`src/rtl/toggle_link_pkg.sv`:
```
// Constants shared by both ends of the toggle-event link.
package toggle_link_pkg;
  localparam int   DEF_SYNC_STAGES = 2;
  localparam logic TOG_IDLE        = 1'b0;
endpackage

```
`src/rtl/toggle_event_rx_sync_chain.sv`:
```
// Plain flop chain for bringing the toggle line into the clk domain; resets to 0.
module sync_chain #(
  parameter int STAGES = 2
) (
  input  logic clk,
  input  logic rst,
  input  logic d,
  output logic q
);
  logic [STAGES-1:0] sr;

  always_ff @(posedge clk) begin
    if (!rst) sr <= '0;
    else      sr <= {sr[STAGES-2:0], d};
  end

  assign q = sr[STAGES-1];
endmodule

```
`src/rtl/toggle_event_rx.sv`:
```
// Toggle-link receiver: recovers one pulse per line change, counts events and
// queues unconsumed events behind a valid/ready port.
module toggle_event_rx
  import toggle_link_pkg::*;
#(
  parameter int SYNC_STAGES = DEF_SYNC_STAGES,
  parameter int CNT_W       = 8,
  parameter int PEND_W      = 3
) (
  input  logic              clk,
  input  logic              rst,
  input  logic              tog_in,
  input  logic              clr_cnt,
  input  logic              evt_ready,
  output logic              evt_pulse,
  output logic              evt_valid,
  output logic [PEND_W-1:0] pending,
  output logic [CNT_W-1:0]  evt_count,
  output logic              overflow
);
  localparam logic [PEND_W-1:0] PEND_MAX = '1;

  logic              sync_last;
  logic              ref_q;
  logic              pop;
  logic              ovf_set;
  logic [PEND_W-1:0] pend_nxt;

  sync_chain #(.STAGES(SYNC_STAGES)) u_sync (
    .clk (clk),
    .rst (rst),
    .d   (tog_in),
    .q   (sync_last)
  );

  always_ff @(posedge clk) begin
    if (!rst) begin
      ref_q     <= TOG_IDLE;
      evt_pulse <= 1'b0;
    end else begin
      ref_q     <= sync_last;
      evt_pulse <= sync_last ^ ref_q;
    end
  end

  assign pop = evt_valid & evt_ready;

  // A pulse coinciding with a pop leaves pending alone, even when full.
  always_comb begin
    pend_nxt = pending;
    ovf_set  = 1'b0;
    if (evt_pulse && !pop) begin
      if (pending == PEND_MAX) ovf_set  = 1'b1;
      else                     pend_nxt = pending + 1'b1;
    end else if (!evt_pulse && pop) begin
      pend_nxt = pending - 1'b1;
    end
  end

  always_ff @(posedge clk) begin
    if (!rst) begin
      pending   <= '0;
      evt_valid <= 1'b0;
      overflow  <= 1'b0;
    end else begin
      pending   <= pend_nxt;
      evt_valid <= (pend_nxt != '0);
      overflow  <= overflow | ovf_set;
    end
  end

  // Clear wins over a same-cycle pulse; dropped events are still counted.
  always_ff @(posedge clk) begin
    if (!rst)           evt_count <= '0;
    else if (clr_cnt)   evt_count <= '0;
    else if (evt_pulse) evt_count <= evt_count + CNT_W'(1);
  end
endmodule

```
`config.mk`:
```
export PLATFORM = sky130hd
export DESIGN_NAME = toggle_event_rx
export DESIGN_NICKNAME = d
export VERILOG_FILES = /design/src/rtl/toggle_link_pkg.sv /design/src/rtl/toggle_event_rx_sync_chain.sv /design/src/rtl/toggle_event_rx.sv
export SDC_FILE = /design/constraint.sdc
export NUM_CORES = 1
export LEC_CHECK = 0
export ABC_AREA = 1
export CAP_MARGIN = 20
export CORE_AREA = 2 2 47 49
export CTS_BUF_LIST = sky130_fd_sc_hd__clkbuf_16
export CTS_CLUSTER_DIAMETER = 120
export DETAILED_ROUTE_END_ITERATION = 10
export DIE_AREA = 0 0 49 51
export GPL_TIMING_DRIVEN = 1
export PLACE_DENSITY = 0.67
export SLEW_MARGIN = 25
export SYNTH_ARGS = -nofsm -noshare
export SYNTH_HDL_FRONTEND = slang
export SYNTH_SLANG_ARGS = --single-unit
```
`constraint.sdc`:
```
create_clock -name clk -period 2.06 [get_ports clk]
set_input_delay 0.412 -clock clk [delete_from_list [all_inputs] [get_ports clk]]
set_output_delay 0.412 -clock clk [all_outputs]
set_load 0.05 [all_outputs]
```
==> results.md <==
- Status: finished, final reports clean
- CP Launch Type: register
- Yosys cell types: 16
- Total negative slack: 0 ns
- Cts bufs inserted: 3
- Worst-path cell chain: clkdlybuf4s50_1
- CTS-repair resized insts: 0
- Crit-path slowest cell: clkdlybuf4s50_1
- Leak: 0.495 nW
- Via Count: 674
- Fmax: 517 MHz
- Vias in the first global route: 631
- CTS tree: done
- Compound-gate portion of the synthesized area: 8.97%
- Max-slew headroom: 66.6%
- Most common cell after layout, fill and taps aside: nand2_1
- CTS Buffer Depth: 2
- Xor/xnor share of the synthesized area: 1.14%
- Seq/Total Area, Yosys: 44.4%
- Die area: 2500 sq um
- Wire per inst: 9.10 microns
- Buffers added on ports: 18
- Root Driver: clkbuf_16
- Post-route design area: 1060 sq um
- ANT cells: 0
- Via-to-Cell Ratio: 4.32
- Layout cells sized above 1: 7.81%
- ANT nets after route: 0
- Insertion delay to the later sink of the worst-skew pair: 0.25 ns
- DR pass1 iterations: 4
- # Post-CTS Setup Buffers: 0
- Unrepaired setup endpoints after global routing: no
- Adder-cell share of the synthesized area: 4.89%
- Mean Syn Cell Area: 7.24 sq um
- Largest family of logic cells by synthesized area: simple AND/OR/NAND/NOR gates
- PwrDens: 1040 nW/um^2
- Worst-Margin Slew: 0.499 ns
- DP Wirelength: 1110 microns
- Most frequent cells in the layout: 29 x nand2_1, 18 x inv_1, 18 x clkdlybuf4s50_1
- Max Cap Violations: 0
- Final hold vios: 0
- Area post-placement: 982 sq um
- Crit path max-delay family: buffers and inverters
- Hold-fix buffers at CTS: 0
- Initial antenna violation count: 0
- CTS Sinks: 17
- Crit Path Category: register to output pin
- Simple-gate share of the synthesized area: 30.3%
- First DRT Iteration DRCs: 7
- P&R area growth vs syn: 38.5%
- Cells after Synth: 106
- Multiplexer area fraction after synthesis: 0%
- Starting Density: 37.2%
- Chip height: 51 microns
- All-layer global routing usage: 13.1%
- Register bit total from synthesis: 17
- H-tree levels: 1
- Largest net degree at the start of global routing: 11
- Critical path required time: 1.65 ns
- Row cnt: 17
- DRC viols: 0
- Final setup vio count: 0
- Total grt overflow: 0
- GP Congestion: 0.749
- Yosys warns: 0
- Crit end category: output pin
- Syn nets: 114
- Total routed wirelength: 1420 microns
- Peak supply drop: 0.000548 V
- Clk_skew: 0.00368 ns
- Synthesized cell area: 767 sq um
- CP arrival: 1.52 ns
- Final #Nets: 137
- I/O Pins: 19
- Maximum fanout along the worst path: 6
- Max Slew Vio Count: 0
- Core ar.: 2060 sq um
- Buffers plus inverters on the worst setup path: 1
- Crit-path max cell delay: 0.84 ns
- Hold Path Class: register to register
- Final worst-path cycle share: 93.8%
- Global-route wire length before repair: 2540 microns
- Die Wd: 49 microns
- Clock transition at path regs: 0.05 ns
- Post-route minimum period: 1.93 ns
-- registers in the layout, indices dropped and copies added, names as in the netlist --
| name | cells |
|---|---|
| pending | 3 |
| evt_pulse | 1 |
| evt_valid | 1 |
| ref_q | 1 |
| evt_count | 8 |
| overflow | 1 |
| u_sync.sr | 2 |
-- final timing paths --
path,from,end,slack [ns],cells past startpoint
worst max-delay path,evt_pulse,evt_pulse,0.13,1
worst min-delay path,u_sync.sr[0],u_sync.sr[1],0.41,2
worst max register to register,pending[0],evt_valid,0.76,6
worst min register to register,u_sync.sr[0],u_sync.sr[1],0.41,2
-- logic make-up after synthesis --
group	after synthesis
flops	17
simple gates	51
buf+inv	21
compound gates	13
fa+ha+maj	3
xor+xnor	1
-- Yosys cell counts --
| library cell | instances | area share, % |
|---|---|---|
| inv_2 | 3 | 1.5 |
| dfxtp_1 | 17 | 44 |
| xnor2_1 | 1 | 1.1 |
| a31oi_1 | 1 | 0.82 |
| a21oi_1 | 8 | 5.2 |
| ha_1 | 3 | 4.9 |
| nand2_1 | 29 | 14 |
| nand3_2 | 1 | 1.3 |
| nor2_8 | 1 | 2.6 |
| nor3b_1 | 1 | 0.98 |
| inv_1 | 18 | 8.8 |
| nand3_1 | 10 | 6.5 |
| or2_2 | 1 | 0.82 |
| o21ai_0 | 3 | 2.0 |
| o21bai_1 | 1 | 0.98 |
| nor2_1 | 8 | 3.9 |
-- metrics by stage --
step                      util, %  std cells  power, W  hold WS, ns  setup slack (ns)
after floorplan                 -        106  0.000629        0.390             0.502
after global placement       47.6        152  0.000721        0.397             0.410
after detailed placement     47.6        152  0.000727        0.407             0.392
after CTS                    51.5        156   0.00112        0.421             0.118
after global routing         51.5        156   0.00117        0.436            0.0851
final                        51.5        156   0.00110        0.415             0.127
-- per-layer routing --
layer  share of wire, %  wire, microns  track usage, %
met1                 45            642            14.1
met2                 50            711            23.7
met3                3.9             56            2.92
met4               0.63              9            7.62
met5                  0              0               0
-- power by group --
group / total (W) / leakage [nW] / internal (W) / switching (W)
clock: 0.000385 / 0.0409 / 0.000260 / 0.000126
combinational: 0.000322 / 0.316 / 0.000118 / 0.000204
sequential: 0.000396 / 0.139 / 0.000361 / 0.0000351
-- cell type report --
type | count | area (sq um)
multi-input cells | 68 | 348
clock inverters | 1 | 5.00
well taps | 28 | 35.0
repair buffers | 18 | 180
clock buffers | 3 | 75.1
fillers | 214 | 1000
flip-flops and latches | 17 | 340
inverters | 21 | 78.8
Note: power is estimated with default switching activity, not from simulation.
